==> src/rtl/serial_maxmin_unit_if.sv <==
// Handshake bundle for serial_maxmin_unit: operand request channel and result channel.
// early_done exists only when SERIAL_MAXMIN_EARLY_EXIT_EN is defined.
interface serial_maxmin_unit_if #(
    parameter int WIDTH = 32
);
    logic             in_valid;
    logic             in_ready;
    logic [WIDTH-1:0] in_a;
    logic [WIDTH-1:0] in_b;
    logic             out_valid;
    logic             out_ready;
    logic [WIDTH-1:0] out_max;
    logic [WIDTH-1:0] out_min;
    logic             out_a_gt_b;
`ifdef SERIAL_MAXMIN_EARLY_EXIT_EN
    logic             early_done;
`endif

    // master drives operands and consumes results; slave is the comparator
    modport master (
        output in_valid, in_a, in_b, out_ready,
        input  in_ready, out_valid, out_max, out_min, out_a_gt_b
`ifdef SERIAL_MAXMIN_EARLY_EXIT_EN
        , input early_done
`endif
    );

    modport slave (
        input  in_valid, in_a, in_b, out_ready,
        output in_ready, out_valid, out_max, out_min, out_a_gt_b
`ifdef SERIAL_MAXMIN_EARLY_EXIT_EN
        , output early_done
`endif
    );
endinterface

==> src/rtl/serial_maxmin_unit.sv <==
// Digit-serial MSB-first unsigned max/min comparator with valid/ready handshakes.
// Optional SERIAL_MAXMIN_EARLY_EXIT_EN: leave SCAN at the first differing digit.
//
// state | meaning
// IDLE  | ready for a new operand pair
// SCAN  | comparing one DW-bit digit per cycle, MSB first
// DONE  | result held until the consumer takes it
module serial_maxmin_unit #(
    parameter int WIDTH = 32,
    parameter int DW    = 1
) (
    input  logic               clk,
    input  logic               rst,
    serial_maxmin_unit_if.slave bus
);
    localparam int N    = WIDTH / DW;
    localparam int IDXW = (N > 1) ? $clog2(N) : 1;

    typedef enum logic [1:0] {
        IDLE = 2'd0,
        SCAN = 2'd1,
        DONE = 2'd2
    } state_t;

    state_t            state;
    logic [WIDTH-1:0]  a_q;
    logic [WIDTH-1:0]  b_q;
    logic [IDXW-1:0]   idx;
    logic              decided;
    logic              gt;

    logic [DW-1:0]     a_dig;
    logic [DW-1:0]     b_dig;
    logic              dig_diff;
    logic              decided_next;
    logic              gt_next;
    logic              last_digit;
    logic              exit_now;

    // constant-index mux keeps the digit select free of variable part-selects
    always_comb begin
        a_dig = '0;
        b_dig = '0;
        for (int i = 0; i < N; i++) begin
            if (idx == IDXW'(i)) begin
                a_dig = a_q[i*DW +: DW];
                b_dig = b_q[i*DW +: DW];
            end
        end
    end

    always_comb begin
        dig_diff     = (a_dig != b_dig);
        decided_next = decided | dig_diff;
        gt_next      = decided ? gt : (a_dig > b_dig);
        last_digit   = (idx == '0);
`ifdef SERIAL_MAXMIN_EARLY_EXIT_EN
        exit_now     = last_digit | (~decided & dig_diff);
`else
        exit_now     = last_digit;
`endif
    end

    always_ff @(posedge clk) begin
        if (rst) begin
            state          <= IDLE;
            a_q            <= '0;
            b_q            <= '0;
            idx            <= '0;
            decided        <= 1'b0;
            gt             <= 1'b0;
            bus.in_ready   <= 1'b1;
            bus.out_valid  <= 1'b0;
            bus.out_max    <= '0;
            bus.out_min    <= '0;
            bus.out_a_gt_b <= 1'b0;
`ifdef SERIAL_MAXMIN_EARLY_EXIT_EN
            bus.early_done <= 1'b0;
`endif
        end else begin
            case (state)
                IDLE: begin
                    if (bus.in_valid && bus.in_ready) begin
                        a_q          <= bus.in_a;
                        b_q          <= bus.in_b;
                        idx          <= IDXW'(N - 1);
                        decided      <= 1'b0;
                        gt           <= 1'b0;
                        bus.in_ready <= 1'b0;
                        state        <= SCAN;
                    end
                end
                SCAN: begin
                    decided <= decided_next;
                    gt      <= gt_next;
                    idx     <= idx - IDXW'(1);
                    if (exit_now) begin
                        bus.out_valid  <= 1'b1;
                        bus.out_max    <= gt_next ? a_q : b_q;
                        bus.out_min    <= gt_next ? b_q : a_q;
                        bus.out_a_gt_b <= gt_next;
`ifdef SERIAL_MAXMIN_EARLY_EXIT_EN
                        bus.early_done <= ~last_digit;
`endif
                        state          <= DONE;
                    end
                end
                DONE: begin
                    if (bus.out_ready) begin
                        bus.out_valid <= 1'b0;
                        bus.in_ready  <= 1'b1;
                        state         <= IDLE;
                    end
                end
                default: begin
                    state         <= IDLE;
                    bus.in_ready  <= 1'b1;
                    bus.out_valid <= 1'b0;
                end
            endcase
        end
    end
endmodule
==> src/flat_wrapper.sv <==
// flat-port wrapper written by rule: the top's interface ports become plain ports
module serial_maxmin_unit_flat 
#(
    parameter int WIDTH = 32,
    parameter int DW    = 1
)
  (clk, rst, bus_in_valid, bus_in_a, bus_in_b, bus_out_ready, bus_in_ready, bus_out_valid, bus_out_max, bus_out_min, bus_out_a_gt_b);
  serial_maxmin_unit_if #(.WIDTH(WIDTH)) bus_i ();
  input  logic clk;
  input  logic rst;
  input wire logic [$bits(bus_i.in_valid)-1:0] bus_in_valid;
  input wire logic [$bits(bus_i.in_a)-1:0] bus_in_a;
  input wire logic [$bits(bus_i.in_b)-1:0] bus_in_b;
  input wire logic [$bits(bus_i.out_ready)-1:0] bus_out_ready;
  output wire logic [$bits(bus_i.in_ready)-1:0] bus_in_ready;
  output wire logic [$bits(bus_i.out_valid)-1:0] bus_out_valid;
  output wire logic [$bits(bus_i.out_max)-1:0] bus_out_max;
  output wire logic [$bits(bus_i.out_min)-1:0] bus_out_min;
  output wire logic [$bits(bus_i.out_a_gt_b)-1:0] bus_out_a_gt_b;
  assign bus_i.in_valid = bus_in_valid;
  assign bus_i.in_a = bus_in_a;
  assign bus_i.in_b = bus_in_b;
  assign bus_i.out_ready = bus_out_ready;
  assign bus_in_ready = bus_i.in_ready;
  assign bus_out_valid = bus_i.out_valid;
  assign bus_out_max = bus_i.out_max;
  assign bus_out_min = bus_i.out_min;
  assign bus_out_a_gt_b = bus_i.out_a_gt_b;
  serial_maxmin_unit #(.WIDTH(WIDTH), .DW(DW)) u_core (.clk(clk), .rst(rst), .bus(bus_i));
endmodule
==> config.mk <==
export PLATFORM = sky130hd
export DESIGN_NAME = serial_maxmin_unit_flat
export DESIGN_NICKNAME = d
export VERILOG_FILES = /design/src/rtl/serial_maxmin_unit_if.sv /design/src/rtl/serial_maxmin_unit.sv /design/src/flat_wrapper.sv
export SDC_FILE = /design/constraint.sdc
export NUM_CORES = 1
export LEC_CHECK = 0
export BUFFER_PORTS_ARGS = -buffer_cell sky130_fd_sc_hd__buf_4
export CAP_MARGIN = 20
export CORE_ASPECT_RATIO = 0.75
export CORE_MARGIN = 2
export CORE_UTILIZATION = 59
export DETAILED_ROUTE_END_ITERATION = 12
export GPL_TIMING_DRIVEN = 0
export PLACE_DENSITY = 0.85
export SYNTH_ARGS = -nofsm -noshare
export SYNTH_HDL_FRONTEND = slang
export SYNTH_SLANG_ARGS = --single-unit
==> constraint.sdc <==
create_clock -name clk -period 6.5 [get_ports clk]
set_input_delay 0.65 -clock clk [delete_from_list [all_inputs] [get_ports clk]]
set_output_delay 0.65 -clock clk [all_outputs]
set_load 0.03 [all_outputs]
==> results list, run 1 <==
* Count of vias placed by the detailed router: slightly below 7000
- Required time at the endpoint of the critical path: just under 7 ns
* Sequential share of the synthesized area: a little over two fifths
* Number of sinks handled by clock tree synthesis: between 100 and 150
- Largest family of logic cells by synthesized area: compound AO/OA/AOI/OAI gates
- Largest fanout on the critical path: 10
* Warnings, synthesis: 0
- TritonCTS built the clock tree.
- The top cell type by area accounts for between 40% and 50% of the synthesized area.
- Of the total synthesized cell area, the portion taken by AND, OR, NAND and NOR gates is slightly below 20%.
- In this run, the number of DRC markers left after iteration 0 of detailed routing was roughly 800.
- Power per standard cell area: around 340 nW/um^2
- Proportion of register bits with asynchronous set or reset after synthesis: 0%
- The floorplan has 33 rows.
* Data arrival at the endpoint of the critical path: 4.44 ns
* Drt via density: between 6 and 7
* Chip width: about 130 um
- The hold violation total from the final report came to 0.
- Wires add up to about 21 mm.
* Global-route usage over all layers: a little over a third
- Share of cells above drive strength 1: 21.22%
- The number of antenna violations at the first check in global routing came to 0.
* Synth Area in Compound Gates: a little over a fifth
- Before CTS, the worst setup slack after placement is around 2.7 ns.
- Largest net degree at the start of global routing: 17
* Die Area: roughly 12000 um^2
- In this run, post-CTS repair resized a total of 0 instances.
- Port buffering added approximately 130 buffers.
- Cell area after placement: ~7700 um^2
- First-pass GRT wire length: 32.42 mm
- Initial Utilization: 60.23%
- Die height: 95.36 um
- By count the netlist is led by 151 x nand2_1, 140 x dfxtp_1, 103 x a21oi_1.
* HP Class: primary input to flip-flop
- Smallest setup slack after layout: around 2.3 ns
- Post-route design area: between 8000 and 9000 um^2
- The biggest area contributor in the post-synthesis netlist is dfxtp_1.
- H-tree depth: 4
* #FFs+latches synth: 140
- Of the total synthesized cell area, the portion taken by XOR and XNOR cells is 0%.
- For this run the aggregate overflow at the end of global routing stands at 0.
* Post-Synthesis Cells: 815
- Total CTS buffers: 17
* Placer's final routability congestion estimate: around 0.96
* Top cells by area, synth: dfxtp_1 43%, nand2_1 8.6%, mux2i_1 8.5%
- Placeable Area: ~11000 um^2
- Clock-pin slew was measured on the worst setup and hold paths at roughly 0.06 ns.
- Result of the run: finished, final reports clean
* Total power consumption of the routed design: between 2 and 3 mW
* Dominant cell by count in the synthesized netlist: nand2_1
- Clock latency reported for the late side of the worst-skew pair: 0.42 ns
* Final sum of negative setup slack: 0 ns
- Relative to the synthesized area, the layout overhead comes to 27.29%.
- Among all flip-flop cells after synthesis, the most frequent one is dfxtp_1.
- Portion of the clock cycle consumed by the worst path in the final layout: approximately 64%
- Pins Over Slew Limit: 0
- Largest clock skew in the final design: roughly 0.0087 ns
- Vias in the first global route: around 6200
- After synthesis, the share of cell area in mux cells is roughly 8.5%.
- Post-synthesis area per instance: between 8 and 9 um^2
- Setup repair after global routing left no endpoint under its margin.
- Worst slew pin tran: 0.6468 ns
- Critical path start-end classification: flip-flop to flip-flop
- Routed wire length per instance: approximately 19 um
- Yosys cell types: 51
* IR Drop Worst-Case VDD: approximately 0.00020 V
- Cell Area, Synth: 6565 um^2
- For this design, the CTS-stage hold fixing added 0 buffers.
* Final HPWL DP: 14.72 mm
- Total I/O pin count: about 140
- Time the final worst path needs with I/O delays and setup: 4.154 ns
- Cell at the root of the clock tree: clkbuf_16
- The worst pin sits at a relative slew slack of between 50% and 60%.
* Reg-to-reg setup timing slack: between 2 and 2.5 ns
* Post-layout nets: ~1000
* Adder-Cell Fraction of Synth Area: between 1 and 1.5%
* Count of endpoints failing setup in the final report: 0
- For this run, the top clock speed supported by timing is 0.2407 GHz.
* Count of nets left with antenna violations after detail routing: 0
- Yosys mapped a number of flops with a built-in enable equal to 0.
- The worst setup path is captured at a flip-flop.
* Buffers inserted during post-CTS setup optimization: 0
- Drt first pass iters: 5
- STA classifies the critical path startpoint as a flip-flop.
- Diodes inserted: 0
* # DRC: 0
- Clock tree buffer depth: 2
* Syn nets: just under 900
* Leakage: approximately 3.5 nW
* Max-cap violation count: 0
[cell usage in the layout (no fill, tap or decap), types with 3 or more instances in the layout]
| cell type | count |
|---|---|
| o221ai_1 | 3 |
| nor2b_1 | 6 |
| nand3b_1 | 5 |
| o211ai_1 | 3 |
| a31oi_1 | 6 |
| inv_1 | 15 |
| nand2_1 | 151 |
| ha_1 | 7 |
| nand2b_1 | 6 |
| mux2i_1 | 56 |
| a211oi_1 | 69 |
| bufinv_16 | 3 |
| o22ai_1 | 6 |
| o21ai_0 | 11 |
| a221oi_1 | 7 |
| a21oi_1 | 103 |
| clkbuf_16 | 17 |
| dfxtp_1 | 140 |
| nor2_1 | 96 |
| clkbuf_1 | 35 |
| clkinvlp_4 | 4 |
| nor3_1 | 10 |
| buf_4 | 138 |
| buf_2 | 28 |
| and2_1 | 4 |
[worst paths after layout]
check / cells past startpoint / endpoint / from
worst max-delay path: 15 / u_core.bus.out_max[17] / u_core.idx[0]
worst max register to register: 15 / u_core.bus.out_max[17] / u_core.idx[0]
worst min register to register: 2 / u_core.b_q[9] / u_core.b_q[9]
worst min-delay path: 3 / u_core.a_q[24] / bus_in_a[24]
[state kept, by name (all words and copies together) (netlist names)]
name and flops:
u_core.gt 1, u_core.state 2, u_core.decided 1, u_core.bus.in_ready 1, u_core.bus.out_min 32, u_core.bus.out_max 32, u_core.a_q 32, u_core.bus.out_a_gt_b 1
u_core.bus.out_valid 1, u_core.b_q 32, u_core.idx 5
[logic make-up (layout without fill, tap and decap cells)]
family,Yosys count,count (layout)
AND/OR/NAND/NOR,297,297
AO/OA/AOI/OAI,228,228
flip-flops,140,140
buffers and inverters,87,252
multiplexers,56,56
adder cells (fa/ha/maj),7,7
[critical path, cell delays in order (launching register included)]
cell and delay [ns]:
dfxtp_1 0.43, ha_1 0.17, buf_2 0.22, buf_2 0.31, clkbuf_1 0.50, a21oi_1 0.10, a31oi_1 0.28, o22ai_1 0.12
a21oi_1 0.18, o21ai_1 0.13, ha_1 0.22, mux2i_1 0.11, buf_2 0.33, buf_2 0.38, mux2i_1 0.39, a211oi_1 0.14
[final cells by class]
class,instances,area (um^2)
Multi-Input combinational cell,588,3374
Sequential cell,140,2803
Fill cell,825,2544
Timing Repair Buffer,133,998.5
Clock buffer,19,452.9
Buffer,70,324.1
Tap cell,140,175.2
Clock inverter,13,165.2
Inverter,17,63.81
[per-layer routing]
metal / routed length [um] / vias up / global-route usage [%]
li1: - / 3160 / -
met1: 9251 / 3181 / 48.89
met2: 9279 / 400 / 54.32
met3: 2195 / 45 / 6.958
met4: 379 / 0 / 11.17
met5: 0 / - / 0
[metrics by stage]
stage	std cells	hold WS [ns]	utilization, %
2_1_floorplan	815	0.4490	-
3_3_place_gp	1088	0.4572	70.99
3_5_place_dp	1088	0.4712	70.99
4_1_cts	1120	0.4706	76.66
5_1_grt	1120	0.4706	76.66
6_report	1120	0.4719	76.66
[power breakdown]
group	internal (mW)	leakage (nW)	switching [mW]
clock network	0.626	0.292	0.391
logic	0.294	2.07	0.504
registers	0.934	1.14	0.0705
(Power assumes the default switching activity.)
==> run 2, diff against run 1 <==
--- a/config.mk
+++ b/config.mk
@@ -5,14 +5,15 @@
 export SDC_FILE = /design/constraint.sdc
 export NUM_CORES = 1
 export LEC_CHECK = 0
+export ABC_AREA = 1
 export BUFFER_PORTS_ARGS = -buffer_cell sky130_fd_sc_hd__buf_4
 export CAP_MARGIN = 20
 export CORE_ASPECT_RATIO = 0.75
 export CORE_MARGIN = 2
-export CORE_UTILIZATION = 59
+export CORE_UTILIZATION = 50
 export DETAILED_ROUTE_END_ITERATION = 12
 export GPL_TIMING_DRIVEN = 0
-export PLACE_DENSITY = 0.85
+export PLACE_DENSITY = 0.77
 export SYNTH_ARGS = -nofsm -noshare
 export SYNTH_HDL_FRONTEND = slang
 export SYNTH_SLANG_ARGS = --single-unit
==> constraint.sdc (replaced) <==
create_clock -name clk -period 3.4 [get_ports clk]
set_input_delay 0.34 -clock clk [delete_from_list [all_inputs] [get_ports clk]]
set_output_delay 0.34 -clock clk [all_outputs]
set_load 0.03 [all_outputs]
==> run 2 against run 1 <==
Against the previous run:
- the run now ends with negative setup slack left
- non-clock buffer count is 26 higher
- sequential share of layout area is 3.8 points lower
- power grew to 2.6 times the previous value
- utilization is 3.1 points lower
- clock skew is 0.0027 ns higher
- count of clock-buffer cells in the layout is 1 lower
- sequential cell count stayed put
- synthesized area is 0.48% lower
- largest cell class unchanged
- highest routed layer unchanged
==> results list, run 2 <==
- Result of the run: finished with violations (was finished, final reports clean).
- Violated checks: negative setup slack
* Die height: 103 um (was 95.36 um)
- First-pass GRT wire length: 33.41 mm (was 32.42 mm)
* Number of I/O port buffers: 133 (unchanged)
* Worst stage delay on the critical path: 0.39 ns (was 0.50 ns)
- The top cell family by delay on the critical path was simple AND/OR/NAND/NOR gates (was buffers and inverters).
* Drt first pass iters: 6 (was 5)
* Highest clock rate: 0.2561 GHz (was 0.2407 GHz)
* Count of routing violations after the opening detailed-route iteration: 640 (was 784)
* Count of hold buffers inserted by post-cts repair: 0 (unchanged)
- The cell leakage power was 3.842 nW (was 3.501 nW).
* Data arrival at the endpoint of the critical path: 4.23 ns (was 4.44 ns)
- The CTS tree was built (unchanged).
- The number of buffers created by CTS was 17 (unchanged).
- The cell count of the worst reg-to-reg path was 43 (was 15).
- The overall routed net length was 22.94 mm (was 21.11 mm).
* Yosys cell types: 33 (was 51)
- The summed area of non-filler cells in the final layout was 9480 um^2 (was 8357 um^2).
* Post-layout nets: 1176 (was 1042)
- The count of standard-cell rows is 36 (was 33).
- Diodes inserted: 0 (unchanged)
- Smallest setup slack after layout: -0.5048 ns (was 2.346 ns)
- Most instantiated cells after synthesis: 148 x o21ai_0, 146 x nor2_1, 140 x dfxtp_1 (was 151 x nand2_1, 140 x dfxtp_1, 103 x a21oi_1)
- The slack of the worst reg-to-reg path came to -0.50 ns (was 2.35 ns).
- The clock sink total is 140 (unchanged).
- The clock transition at the registers of the reported paths was 0.07 ns (was 0.06 ns).
- Cell at the root of the clock tree: clkbuf_16 (unchanged)
- The net count after synthesis came to 988 (was 890).
- Worst hold slack: 0.1843 ns (was 0.4719 ns)
- Setup crit end kind: flip-flop (unchanged)
- IR Drop Worst-Case VDD: 0.0004910 V (was 0.0001952 V)
* Portion of the clock cycle consumed by the worst path in the final layout: 114.8% (was 63.91%)
- The source of the worst register-to-register timing path is u_core.idx[0] (unchanged).
* Placer's final routability congestion estimate: 0.9366 (was 0.9591)
- The maximum buffer depth of the clock tree came to 2 (unchanged).
- The area enclosed by the die boundary was 14010 um^2 (was 12000 um^2).
- Initial Utilization: 50.72% (was 60.23%)
* Count of nets left with antenna violations after detail routing: 0 (unchanged)
- Critical path start-end classification: flip-flop to flip-flop (unchanged)
- The cell with the largest stage delay on the worst path is dfxtp_4 (was clkbuf_1).
* Buf+Inv Stages, Crit Path: 5 (unchanged)
* Global-route usage over all layers: 30.79% (was 34.78%)
- The sink of the worst hold path is u_core.a_q[18] (was u_core.a_q[24]).
- The synthesized instance count is 913 (was 815).
- The most common cell after layout, fill and taps aside is buf_4 (was nand2_1).
* Total power consumption of the routed design: 7.370 mW (was 2.820 mW)
- # DRC: 0 (unchanged)
- Setup repair after global routing missed its margin: true (was false)
- Count of vias placed by the detailed router: 7335 (was 6786)
- Top library cells by usage in the layout, fill and taps aside: 155 x buf_4, 147 x o21ai_0, 136 x dfxtp_1 (was 151 x nand2_1, 140 x dfxtp_1, 138 x buf_4)
- The clock period minus worst slack was 3.905 ns (was 4.154 ns).
- Drt via density: 5.708 (was 6.059)
* Share of cells above drive strength 1: 31.15% (was 21.22%)
- Vias in the first global route: 6649 (was 6175)
* Total global routing overflow: 0 (unchanged)
- The fraction of registers with async set/reset was 0% (unchanged).
- The required time reported for the critical path endpoint came to 3.72 ns (was 6.78 ns).
- Reg2Reg Capture Point: u_core.bus.out_min[22] (was u_core.bus.out_max[17])
- The largest driver fanout on the critical path was 8 (was 10).
- The commonest register cell after synthesis is dfxtp_1 (unchanged).
* Chip width: 136.0 um (was 125.8 um)
- Area growth, synth to finish: 45.10% (was 27.29%)
- Routed wire length per instance: 17.85 um (was 18.84 um)
- Worst slew pin tran: 0.9180 ns (was 0.6468 ns)
- Count of flip-flops with a built-in enable after synthesis: 0 (unchanged)
- Yosys top cell area share: 42.90% (was 42.69%)
* Final hold vios: 0 (unchanged)
* HP Class: primary input to flip-flop (unchanged)
- #FFs+latches synth: 140 (unchanged)
- The sequential element share of the synthesized area is 42.90% (was 42.69%).
* Largest net degree at the start of global routing: 17 (unchanged)
- Warnings, synthesis: 0 (unchanged)
- The H-tree depth came to 4 (unchanged).
* Placeable Area: 12880 um^2 (was 10900 um^2)
- The post-synthesis instance area came to 6534 um^2 (was 6565 um^2).
- The most numerous cell on the critical path is nand2_1 (was buf_2).
* Critical hold path startpoint: bus_in_a[18] (was bus_in_a[24])
- The number of antenna violations at the first check in global routing was 0 (unchanged).
* Slew Limit Headroom: 38.80% (was 56.88%)
- The synthesized area per cell is 7.156 um^2 (was 8.055 um^2).
- Top cells by area, synth: dfxtp_1 43%, o21ai_0 11%, nor2_1 8.4% (was dfxtp_1 43%, nand2_1 8.6%, mux2i_1 8.5%)
* Cell area after placement: 7836 um^2 (was 7739 um^2)
- The type of origin of the critical path is a flip-flop (unchanged).
* Total I/O pin count: 135 (unchanged)
- The largest area contributor in the synthesized netlist is dfxtp_1 (unchanged).
* WHS Path Cells: 3 (unchanged)
- The power density normalized to cell area came to 777.4 nW/um^2 (was 337.4 nW/um^2).
- Max-cap violation count: 0 (unchanged)
* Final HPWL DP: 14.41 mm (was 14.72 mm)
* Largest clock skew in the final design: 0.01133 ns (was 0.008667 ns)
- The final number of setup-violating endpoints was 67 (was 0).
- The post-placement worst setup slack is -0.7102 ns (was 2.682 ns).
* Pins Over Slew Limit: 0 (unchanged)
* Dominant cell by count in the synthesized netlist: o21ai_0 (was nand2_1)
- Clock latency reported for the late side of the worst-skew pair: 0.44 ns (was 0.42 ns)
[run 2: changes by cell type in the layout (fill, tap and decap cells not counted), moves of 9 or more]
cell | previous run | this run
buf_2 | 28 | 1
a21oi_1 | 103 | 88
inv_1 | 15 | 105
nor2_2 | 1 | 20
nor2_1 | 96 | 123
a211oi_2 | 0 | 57
mux2i_1 | 56 | 0
nand2_1 | 151 | 73
a211oi_1 | 69 | 4
nand3_1 | 0 | 13
buf_6 | 1 | 10
buf_4 | 138 | 155
o21ai_0 | 11 | 147
[run 2: how the worst max path moves through the flow]
stage	depth (start not counted)	to	slack (ns)	start
4_1_cts	39	u_core.bus.out_max[21]	-0.43	u_core.idx[1]
5_1_grt	44	u_core.bus.out_min[19]	-0.85	u_core.idx[0]
6_report	43	u_core.bus.out_min[22]	-0.50	u_core.idx[0]
2_1_floorplan	44	u_core.bus.out_min[10]	0.004	u_core.idx[1]
3_5_place_dp	39	u_core.bus.out_min[31]	-0.71	u_core.idx[1]
3_3_place_gp	44	u_core.bus.out_min[31]	-0.70	u_core.idx[1]
[run 2: worst register-to-register path, delay by kind of cell, from the launching register on]
family / cells / cell delay (ns)
DFF: 1 / 0.39
and+or+nand+nor: 32 / 1.75
buffers and inverters: 5 / 0.64
AOI/OAI and AO/OA: 4 / 0.65
adders and majority gates: 2 / 0.37
[run 2: cells by family after synthesis]
family | synth area share (%)
AOI/OAI and AO/OA | 27.38
buffers and inverters | 10.36
adders and majority gates | 1.340
DFF | 42.90
and+or+nand+nor | 18.02
[run 2: cell type report]
class	count	area (um^2)
Multi-Input combinational cell	599	3625
Fill cell	954	3402
Sequential cell	140	2818
Timing Repair Buffer	169	1371
Clock buffer	18	439.2
Inverter	114	437.9
Buffer	60	416.7
Tap cell	171	214.0
Clock inverter	14	158.9
[run 2: stage by stage]
step                setup TNS [ns]  utilization, %  instances
global placement            -39.56           60.83       1217
detailed placement          -42.18           60.83       1217
global route                -51.28           73.59       1285
finish                      -29.46           73.59       1285
CTS                         -25.37           70.15       1272
floorplan                        0               -        913
[run 2: timing repair]
action / in CTS / in global routing
gates cloned: 2 / 4
setup buffers: 22 / 9
resized for setup: 92 / 80
endpoints found under the setup margin: 67 / 67
pin swaps: 23 / 43
[run 2: where the power goes]
part / switching (mW) / leakage [nW] / internal, mW / total [mW]
Sequential: 0.189 / 1.15 / 1.87 / 2.06
Clock: 0.793 / 0.282 / 1.11 / 1.91
Combinational: 2.00 / 2.41 / 1.41 / 3.40
[run 2: routing by layer]
layer	up-vias	global-route usage (%)	part of all wire, %
met5	-	0	0
li1	3433	-	-
met4	0	11.54	1.8
met2	425	48.56	45
met3	46	7.129	10
met1	3431	41.49	43
==> run 3, diff against run 2 <==
--- a/config.mk
+++ b/config.mk
@@ -5,7 +5,6 @@
 export SDC_FILE = /design/constraint.sdc
 export NUM_CORES = 1
 export LEC_CHECK = 0
-export ABC_AREA = 1
 export BUFFER_PORTS_ARGS = -buffer_cell sky130_fd_sc_hd__buf_4
 export CAP_MARGIN = 20
 export CORE_ASPECT_RATIO = 0.75
==> run 3 against run 2 <==
Against the previous run:
- the run now ends clean
- clock skew down 0.0026 ns
- die area increased by 0.46%
- critical endpoint is now u_core.bus.out_min[29]
- global-route usage down 0.74 points
- sequential cell count unchanged
- non-clock buffer count down 24
- via count is 9.2% lower
- design area is 10% lower
- worst hold slack got worse by 0.018 ns
- cell count shrank 10%
- worst setup slack better by 0.61 ns
- critical path type unchanged
==> results list, run 3 (synthesis gave the netlist of run 1 again) <==
* Sequential power share: 36.0% (was 27.9%)
- Area growth, synth to finish: 30.04% (was 45.10%)
- Number of I/O port buffers: 133 (unchanged)
- The number of remaining DRC errors is 0 (unchanged).
* Initial Utilization: 50.96% (was 50.72%)
- Time the final worst path needs with I/O delays and setup: 3.299 ns (was 3.905 ns)
* Die Area: 14070 um^2 (was 14010 um^2)
- The area of the core region is 12880 um^2 (unchanged).
- The total routing usage reported by global routing was 30.05% (was 30.79%).
- Top library cells by usage in the layout, fill and taps aside: 151 x nand2_1, 146 x buf_4, 138 x dfxtp_1 (was 155 x buf_4, 147 x o21ai_0, 136 x dfxtp_1).
- The most common cell after layout, fill and taps aside is nand2_1 (was buf_4).
- The largest vdd supply drop came to 0.0003894 V (was 0.0004910 V).
- Worst slew pin tran: 0.6317 ns (was 0.9180 ns)
- The portion of the clock cycle consumed by the worst path in the final layout was 97.03% (was 114.8%).
- The net count of the finished layout came to 1044 (was 1176).
- The largest driver fanout on the critical path is 10 (was 8).
- Count of vias placed by the detailed router: 6661 (was 7335)
- The final number of setup-violating endpoints was 0 (was 67).
- Layout Utilization: 66.27% (was 73.59%)
* Clock slew seen by the registers of the worst setup and hold paths: 0.06 ns (was 0.07 ns)
* Leakage: 3.538 nW (was 3.842 nW)
* Diodes inserted: 0 (unchanged)
- Share of cells above drive strength 1: 23.47% (was 31.15%)
- Critical path start-end classification: flip-flop to flip-flop (unchanged)
* Filler cell count in the final layout: 1126 (was 954)
- Total CTS buffers: 17 (unchanged)
* Worst hold slack: 0.1667 ns (was 0.1843 ns)
* Register Area: 2805 um^2 (was 2818 um^2)
- The number of pins exceeding their max-slew limit in the final report was 0 (unchanged).
* Slew Limit Headroom: 57.89% (was 38.80%)
- Cell at the root of the clock tree: clkbuf_16 (unchanged)
* Clock tree buffer depth: 2 (unchanged)
- The type of origin of the critical path is a flip-flop (unchanged).
- The worst path arrival time was 3.58 ns (was 4.23 ns).
- TritonCTS clock tree: built (unchanged)
- Drt via density: 5.787 (was 5.708)
- Total I/O pin count: 135 (unchanged)
* Total power consumption of the routed design: 5.350 mW (was 7.370 mW)
- Cells traversed along the worst timing path: inv_1, ha_2, clkbuf_4, clkbuf_4, a21oi_1, o32ai_1, o22ai_1, a32oi_2, o21ai_1, ha_1, mux2i_4, buf_6, mux2i_1, a211oi_1
- Result of the run: finished, final reports clean (was finished with violations).
- The largest stage delay on the critical path is 0.35 ns (was 0.39 ns).
- The required time reported for the critical path endpoint came to 3.68 ns (was 3.72 ns).
* Detailed Route WL: 21.23 mm (was 22.94 mm)
- Initial antenna violation count: 0 (unchanged)
- Final hold vios: 0 (unchanged)
- Routed wire length per instance: 18.44 um (was 17.85 um)
- The H-tree depth is 4 (unchanged).
* Power per standard cell area: 626.7 nW/um^2 (was 777.4 nW/um^2)
* Comb power frac: 31.2% (was 46.2%)
- The global-route wire length before repair came to 32.11 mm (was 33.41 mm).
- Final HPWL DP: 15.02 mm (was 14.41 mm)
* Die height: 103.2 um (was 103 um)
- The die width was 136.3 um (was 136.0 um).
* Highest clock rate: 0.3031 GHz (was 0.2561 GHz)
- The DRC marker count from the first detailed-route iteration came to 727 (was 640).
- Largest net degree at the start of global routing: 17 (unchanged)
- Largest clock skew in the final design: 0.008778 ns (was 0.01133 ns)
- Total global routing overflow: 0 (unchanged)
- Vias in the first global route: 6061 (was 6649)
- Fraction of power spent switching nets: 34.06% (was 40.42%)
- The switching component of the power is 1.822 mW (was 2.979 mW).
- Internal power component: 3.527 mW (was 4.391 mW)
* Drt first pass iters: 5 (was 6)
- The max-cap violation count came to 0 (unchanged).
- The final non-filler cell total came to 1151 (was 1285).
- Count of nets left with antenna violations after detail routing: 0 (unchanged)
* Power share of the clock group: 32.8% (was 25.9%)
- Placer's final routability congestion estimate: 0.9611 (was 0.9366)
- Placed cell count: 1119 (was 1217)
* Multi-input gate area in the final layout: 3473 um^2 (was 3625 um^2)
- Most numerous cell on the critical path: clkbuf_4 (was nand2_1)
- The cell with the largest stage delay on the worst path is dfxtp_2 (was dfxtp_4).
* Clock latency reported for the late side of the worst-skew pair: 0.42 ns (was 0.44 ns)
- The type of the worst min-delay path was primary input to flip-flop (unchanged).
- Row count: 36 (unchanged)
* Setup crit end kind: flip-flop (unchanged)
- The clock sink total came to 140 (unchanged).
- Setup repair after global routing missed its margin: true (unchanged)
[run 3: worst paths after layout]
kind | startpoint | to | slack (ns) | cells after the start
min reg2reg | u_core.a_q[29] | u_core.a_q[29] | 0.47 | 2
min | bus_in_a[22] | u_core.a_q[22] | 0.17 | 3
max reg2reg | u_core.idx[0] | u_core.bus.out_min[29] | 0.10 | 14
max | u_core.idx[0] | u_core.bus.out_min[29] | 0.10 | 14
[run 3: metal layers]
layer | part of all wire (%) | track usage (%) | wire [um] | vias to the layer above
met5 | 0 | 0 | 0 | -
met4 | 2.4 | 11.62 | 520 | 0
met3 | 9.5 | 6.189 | 2022 | 47
met2 | 43 | 45.84 | 9067 | 352
met1 | 45 | 42.11 | 9615 | 3092
li1 | - | - | - | 3170
[run 3: repair_timing]
item | in CTS | in global routing
resized for setup | 30 | 28
setup buffers | 2 | 2
pin swaps | 1 | 1
hold buffers | 0 | 0
setup endpoints to repair | 66 | 66
[run 3: power by group through the flow]
stage	combinational [mW]	clock, mW	sequential (mW)
after floorplan	0.895	0	2.04
after global placement	1.47	0	1.95
after detailed placement	1.48	0	1.95
after CTS	1.58	1.75	1.92
after global routing	1.77	1.83	1.94
final	1.67	1.76	1.93
[run 3: final cells by class]
cell class	instances	area share, %
plain buffers	68	4.675
clock buffers	23	5.716
clock inverters	7	0.7621
inverters	17	0.7475
multi-input cells	588	40.69
flip-flops and latches	140	32.86
well taps	171	2.506
repair buffers	137	12.05
[run 3: per-stage QoR]
stage,setup WS (ns),setup TNS [ns],cell area (um^2)
global placement,-0.4806,-20.78,7777
CTS,0.02765,0,8428
floorplan,0.4262,0,6565
finish,0.1010,0,8537
detailed placement,-0.5012,-21.08,7777
global route,-0.04889,-0.5141,8537
[run 3: critical path, delay by kind of cell (launching register included)]
family	cells	cell delay, ns
flops	1	0.35
mux	2	0.52
fa+ha+maj	2	0.50
compound gates	6	0.90
buf+inv	4	0.87
